### src/rtl/boot_ctrl.sv
// Boot sequencer: parses MAGIC/len/words/checksum from rx bytes into RAM, then hands RAM to CPU.
// Latency: word write 1 cycle after its last byte; booting falls 1 cycle after good checksum.
// Backpressure: none, a byte is consumed whenever rx_valid=1; boot_req overrides rx_valid.
//
// Ports: clk/rst_n; rx_valid/rx_data byte stream; boot_req reload pulse;
// cpu_ram_* CPU write port; ram_* muxed RAM port; booting, cpu_rst, boot_err,
// words_loaded status.
module boot_ctrl #(
    parameter int          ADDR_W   = 8,
    parameter int          DATA_W   = 16,
    parameter int          RST_HOLD = 4,
    parameter logic [7:0]  MAGIC    = 8'hA5
) (
    input  logic              clk,
    input  logic              rst_n,
    input  logic              rx_valid,
    input  logic [7:0]        rx_data,
    input  logic              boot_req,
    input  logic [ADDR_W-1:0] cpu_ram_addr,
    input  logic              cpu_ram_we,
    input  logic [DATA_W-1:0] cpu_ram_wdata,
    output logic [ADDR_W-1:0] ram_addr,
    output logic              ram_we,
    output logic [DATA_W-1:0] ram_wdata,
    output logic              booting,
    output logic              cpu_rst,
    output logic              boot_err,
    output logic [ADDR_W:0]   words_loaded
);

    localparam int BPW  = DATA_W / 8;
    localparam int BC_W = (BPW > 1) ? $clog2(BPW) : 1;
    localparam int HC_W = $clog2(RST_HOLD + 1);
    localparam int WL_W = ADDR_W + 1;

    localparam logic [2:0] S_WAIT_MAGIC = 3'd0;
    localparam logic [2:0] S_LEN        = 3'd1;
    localparam logic [2:0] S_DATA       = 3'd2;
    localparam logic [2:0] S_CSUM       = 3'd3;
    localparam logic [2:0] S_HOLD       = 3'd4;
    localparam logic [2:0] S_RUN        = 3'd5;

    logic [2:0]        state_q, state_d;
    logic [7:0]        len_q, len_d;
    logic [BC_W-1:0]   byte_cnt_q, byte_cnt_d;
    logic [DATA_W-1:0] word_q, word_d;
    logic [7:0]        csum_q, csum_d;
    logic [HC_W-1:0]   hold_q, hold_d;
    logic [WL_W-1:0]   words_q, words_d;
    logic              booting_q, booting_d;
    logic              cpu_rst_q, cpu_rst_d;
    logic              err_q, err_d;
    logic              ld_we_q, ld_we_d;
    logic [ADDR_W-1:0] ld_addr_q, ld_addr_d;
    logic [DATA_W-1:0] ld_wdata_q, ld_wdata_d;

    // MSB-first assembly: earlier bytes shift toward the top of the word.
    logic [DATA_W-1:0] word_next;
    assign word_next = (word_q << 8) | DATA_W'(rx_data);

    always_comb begin
        state_d    = state_q;
        len_d      = len_q;
        byte_cnt_d = byte_cnt_q;
        word_d     = word_q;
        csum_d     = csum_q;
        hold_d     = hold_q;
        words_d    = words_q;
        booting_d  = booting_q;
        cpu_rst_d  = cpu_rst_q;
        err_d      = err_q;
        ld_we_d    = 1'b0;
        ld_addr_d  = ld_addr_q;
        ld_wdata_d = ld_wdata_q;

        if (boot_req) begin
            // Reload wins over any byte this cycle; a write that would land
            // next cycle is dropped because ld_we_d stays at its default 0.
            state_d    = S_WAIT_MAGIC;
            booting_d  = 1'b1;
            cpu_rst_d  = 1'b1;
            words_d    = '0;
            byte_cnt_d = '0;
            csum_d     = '0;
            hold_d     = '0;
        end else begin
            case (state_q)
                S_WAIT_MAGIC: begin
                    if (rx_valid && rx_data == MAGIC) begin
                        state_d    = S_LEN;
                        err_d      = 1'b0;
                        words_d    = '0;
                        csum_d     = '0;
                        byte_cnt_d = '0;
                    end
                end
                S_LEN: begin
                    if (rx_valid) begin
                        if (rx_data == 8'd0) begin
                            err_d   = 1'b1;
                            state_d = S_WAIT_MAGIC;
                        end else begin
                            len_d   = rx_data;
                            state_d = S_DATA;
                        end
                    end
                end
                S_DATA: begin
                    if (rx_valid) begin
                        csum_d = csum_q + rx_data;
                        word_d = word_next;
                        if (byte_cnt_q == BC_W'(BPW - 1)) begin
                            byte_cnt_d = '0;
                            ld_we_d    = 1'b1;
                            ld_addr_d  = words_q[ADDR_W-1:0];
                            ld_wdata_d = word_next;
                            words_d    = words_q + WL_W'(1);
                            if (words_q + WL_W'(1) == WL_W'(len_q)) begin
                                state_d = S_CSUM;
                            end
                        end else begin
                            byte_cnt_d = byte_cnt_q + BC_W'(1);
                        end
                    end
                end
                S_CSUM: begin
                    if (rx_valid) begin
                        if (rx_data == csum_q) begin
                            state_d   = S_HOLD;
                            booting_d = 1'b0;
                            hold_d    = HC_W'(RST_HOLD - 1);
                        end else begin
                            err_d   = 1'b1;
                            state_d = S_WAIT_MAGIC;
                        end
                    end
                end
                S_HOLD: begin
                    // Entered with RST_HOLD-1 so cpu_rst stays high exactly RST_HOLD cycles.
                    if (hold_q == '0) begin
                        cpu_rst_d = 1'b0;
                        state_d   = S_RUN;
                    end else begin
                        hold_d = hold_q - HC_W'(1);
                    end
                end
                S_RUN: begin
                end
                default: begin
                    state_d = S_WAIT_MAGIC;
                end
            endcase
        end
    end

    always_ff @(posedge clk or negedge rst_n) begin
        if (!rst_n) begin
            state_q    <= S_WAIT_MAGIC;
            len_q      <= '0;
            byte_cnt_q <= '0;
            word_q     <= '0;
            csum_q     <= '0;
            hold_q     <= '0;
            words_q    <= '0;
            booting_q  <= 1'b1;
            cpu_rst_q  <= 1'b1;
            err_q      <= 1'b0;
            ld_we_q    <= 1'b0;
            ld_addr_q  <= '0;
            ld_wdata_q <= '0;
        end else begin
            state_q    <= state_d;
            len_q      <= len_d;
            byte_cnt_q <= byte_cnt_d;
            word_q     <= word_d;
            csum_q     <= csum_d;
            hold_q     <= hold_d;
            words_q    <= words_d;
            booting_q  <= booting_d;
            cpu_rst_q  <= cpu_rst_d;
            err_q      <= err_d;
            ld_we_q    <= ld_we_d;
            ld_addr_q  <= ld_addr_d;
            ld_wdata_q <= ld_wdata_d;
        end
    end

    // Loader drives registered values while it owns RAM; CPU path is pure pass-through.
    assign ram_addr     = booting_q ? ld_addr_q  : cpu_ram_addr;
    assign ram_we       = booting_q ? ld_we_q    : cpu_ram_we;
    assign ram_wdata    = booting_q ? ld_wdata_q : cpu_ram_wdata;
    assign booting      = booting_q;
    assign cpu_rst      = cpu_rst_q;
    assign boot_err     = err_q;
    assign words_loaded = words_q;

endmodule
### config.mk
export PLATFORM = sky130hd
export DESIGN_NAME = boot_ctrl
export DESIGN_NICKNAME = d
export VERILOG_FILES = /design/src/rtl/boot_ctrl.sv
export SDC_FILE = /design/constraint.sdc
export NUM_CORES = 1
export LEC_CHECK = 0
export ABC_AREA = 0
export BUFFER_PORTS_ARGS = -buffer_cell sky130_fd_sc_hd__buf_2
export CORE_ASPECT_RATIO = 1.1
export CORE_MARGIN = 10
export CORE_UTILIZATION = 45
export CTS_CLUSTER_SIZE = 8
export DETAILED_ROUTE_END_ITERATION = 10
export HOLD_SLACK_MARGIN = 0.08
export PLACE_DENSITY = 0.67
export SLEW_MARGIN = 5
export SYNTH_ARGS = -nofsm -noshare
export SYNTH_HDL_FRONTEND = slang
export SYNTH_SLANG_ARGS = --single-unit
### constraint.sdc
create_clock -name clk -period 5.6 [get_ports clk]
set_clock_uncertainty 0.05 [all_clocks]
set_input_delay 0 -clock clk [delete_from_list [all_inputs] [get_ports clk]]
set_output_delay 0 -clock clk [all_outputs]
set_load 0.01 [all_outputs]
==> flow_summary.yaml <==
synth:
  post_synth.cell_area_avg_sq_um: 9.49
  synth_cells: 393
  synth.ff_latch_count: 68
  synth_fp_nets: 441
  synth.yosys.warnings: 0
  synth.distinct_cells: 54
  synthFlopType: "dfrtp_1"
  synth_area_sq_um: 3730
  synth_edf_count: 0
  synth_sequential_area_ratio_pct: 45.7
  async_reset_ff_share_pct: 100
timing:
  period_needed_ps: 2480
  final_hold_viol_count: 0
  hold_slack_ps: 262
  final.setup.tns_ps: 0
  timing.final.ws_setup_ps: 3120
  relSlewSlack_pct: 43.7
  final.period_utilization_pct: 44.3
  report.final.setup_viol: 0
  tightest_slew_ps: 844
  grt_setup_unrepaired: "no"
  timing_max_transition_violations_final: 0
  max_freq_ghz: 0.403
clock_tree:
  clk_latency_ps: 350
  ctsLongestPathBuffers: 2
  cts_tree: "built"
  postCtsSetupRepairBufs: 0
  post_cts.resized_instances: 0
  htree_levels: 3
  clk_transition_reported_paths_ps: 90
  clock-root-buffer: "clkbuf_8"
  numCtsBuffers: 9
  clock_sink_total: 68
placed_design:
  post-place-ws_ps: 3140
  io_buffer_count: 73
  place.detailed.hpwl_um: 6210
  routabilityCongestion: 0.840
pwr:
  cell_int_power_w: 0.000937
  power.share.clock_pct: 31.2
  vdd.ir_drop.worst_v: 0.000161
  power.static_leakage_nw: 2.31
  p_switching_w: 0.000438
  combinationalPowerShare_pct: 23.0
  switching_share_pct: 31.9
  pwr_density_cell_nw_per_um2: 309
  power.share.sequential_pct: 45.7
  finalPower_w: 0.00137
finish:
  n_fill_cell: 752
  commonest_cells_after_routing_fill_and_taps_aside: "117 x nand2_1, 73 x buf_2, 66 x dfrtp_1"
  final_core_utilization_pct: 55.6
  num_antenna_cells: 0
  layout.cells.most_common: "nand2_1"
  layout.nets: 518
  area_growth_pct: 19.2
  final_layout_size_suffix_gt1_share_pct: 28.8
global_route:
  initial_antenna_violation_count: 0
  largest_net_degree_at_the_start_of_global_routing: 69
  first_global_vias: 2981
  global_route_wire_length_before_repair_um: 14700
  grt_overflow_total: 0
  grt_use_total_pct: 14.4
critical_path:
  worst_ep_arrival_time_ps: 2680
  critical-path-slowest-cell: "dfrtp_1"
  max_stage_delay_ps: 530
  required_time_of_the_critical_path_ps: 5800
  critical_path.cell_chain: "nor4b_4 -> and2_2 -> nand2_4 -> inv_2 -> and2_1 -> o21ai_1 -> o31ai_1"
  timing.critical_path.from_type: "register"
  cp-end-kind: "register"
  crit_type: "reg2reg"
  crit_path_max_fanout: 35
floorplan:
  ios: 74
  core.rowCount: 34
  chipWidth_um: 107
  dieHeight_um: 116
  core_region_area_sq_um: 8000
  die_area_sq_um: 12300
  effective_utilization_at_floorplan_pct: 46.7
drt:
  detail_route.vias_per_cell: 5.22
  first_pass_iters: 4
  dr.first_iter.drc_count: 163
  antenna_left: 0
  route.vias.total: 3045
  total_drc_errors_in_the_routed_layout: 0
  wire_per_inst_um: 14.9
  detail_route.wirelength_um: 8690
status:
  outcome: "finished clean"
run:
  drv_cap: 0
min_path:
  worstHoldPathType: "in2out"
==> worst paths after layout <==
path / from / end / slack, ps / cells after the start
setup / recovery: state_q[2] / words_loaded[5] / 3120 / 7
hold / removal: cpu_ram_addr[3] / ram_addr[3] / 260 / 3
setup reg to reg: state_q[2] / words_loaded[5] / 3120 / 7
hold reg to reg: word_q[0] / ld_wdata_q[8] / 420 / 2
max in group asynchronous: rst_n / word_q[0] / 4630 / 3
min in group asynchronous: rst_n / csum_q[4] / 320 / 3
==> synthesized netlist by cell type, types with 2 or more instances <==
library cell	n	area [sq um]
a211oi_1	3	22.5
a21oi_1	7	35.0
a22o_1	2	17.5
a31oi_1	3	18.8
and2_1	3	18.8
and3_1	4	25.0
and4_1	3	26.3
buf_2	5	25.0
buf_4	4	30.0
buf_6	2	22.5
clkbuf_1	5	18.8
clkbuf_2	2	10.0
dfrtp_1	66	1650
dfstp_2	2	52.6
ha_1	10	125
inv_1	14	52.6
mux2_2	34	383
nand2_1	117	439
nand3_1	9	45.0
nor2_1	18	67.6
nor2b_1	3	18.8
nor3_1	3	15.0
nor4_1	4	25.0
o21ai_0	10	50.1
o21ai_1	9	45.0
o22a_1	2	17.5
o22ai_1	2	12.5
o31a_1	2	17.5
o31ai_1	3	22.5
o41ai_1	3	26.3
xnor2_1	8	70.1
xor2_1	9	78.8
==> power groups by stage <==
stage	clock, W	combinational, W	sequential, W
2_1_floorplan	0	0.000258	0.000609
3_3_place_gp	0	0.000307	0.000633
3_5_place_dp	0	0.000312	0.000637
4_1_cts	0.000438	0.000321	0.000629
5_1_grt	0.000460	0.000360	0.000639
6_report	0.000429	0.000317	0.000629
==> layout make-up <==
class | instances | area (sq um) | area share (%)
Multi-Input combinational cell | 291 | 1860 | 41.8
Sequential cell | 68 | 1700 | 38.3
Timing Repair Buffer | 85 | 483 | 10.9
Clock buffer | 10 | 138 | 3.09
Tap cell | 108 | 135 | 3.04
Clock inverter | 6 | 71.3 | 1.60
Inverter | 15 | 56.3 | 1.27
==> what timing repair did <==
item	in CTS	in global routing
endpoints found under the setup margin	0	0
hold buffers	11	0
hold endpoints to repair	96	0
==> registers in the layout, indices dropped and copies added, names as in the netlist <==
name          flops
ld_wdata_q       16
words_loaded      9
csum_q            8
ld_addr_q         8
len_q             8
word_q            8
hold_q            3
state_q           3
boot_err          1
booting           1
byte_cnt_q        1
cpu_rst           1
ld_we_q           1
==> routing by layer <==
layer,part of all wire (%),vias to the layer above,track usage (%)
li1,-,1497,-
met1,45,1475,17.7
met2,48,64,23.8
met3,5.6,9,4.11
met4,1.2,0,4.61
met5,0,-,0
==> critical path, delay by kind of cell, from the launching register on <==
family | cells | cell delay, ps
and+or+nand+nor | 4 | 1190
AOI/OAI and AO/OA | 2 | 140
DFF | 1 | 530
buffers and inverters | 1 | 460
==> logic make-up after synthesis <==
| family | count (synthesis) | synth area share, % |
|---|---|---|
| compound gates | 55 | 10.3 |
| xor+xnor | 17 | 3.99 |
| fa+ha+maj | 11 | 3.89 |
| buf+inv | 34 | 4.46 |
| flops | 68 | 45.7 |
| mux | 34 | 10.3 |
| simple gates | 174 | 21.4 |
==> through the flow <==
stage	instances	area (sq um)
2_1_floorplan	393	3730
3_3_place_gp	556	4130
3_5_place_dp	556	4130
4_1_cts	583	4450
5_1_grt	583	4450
6_report	583	4450
Note: power is estimated with default switching activity, not from simulation.
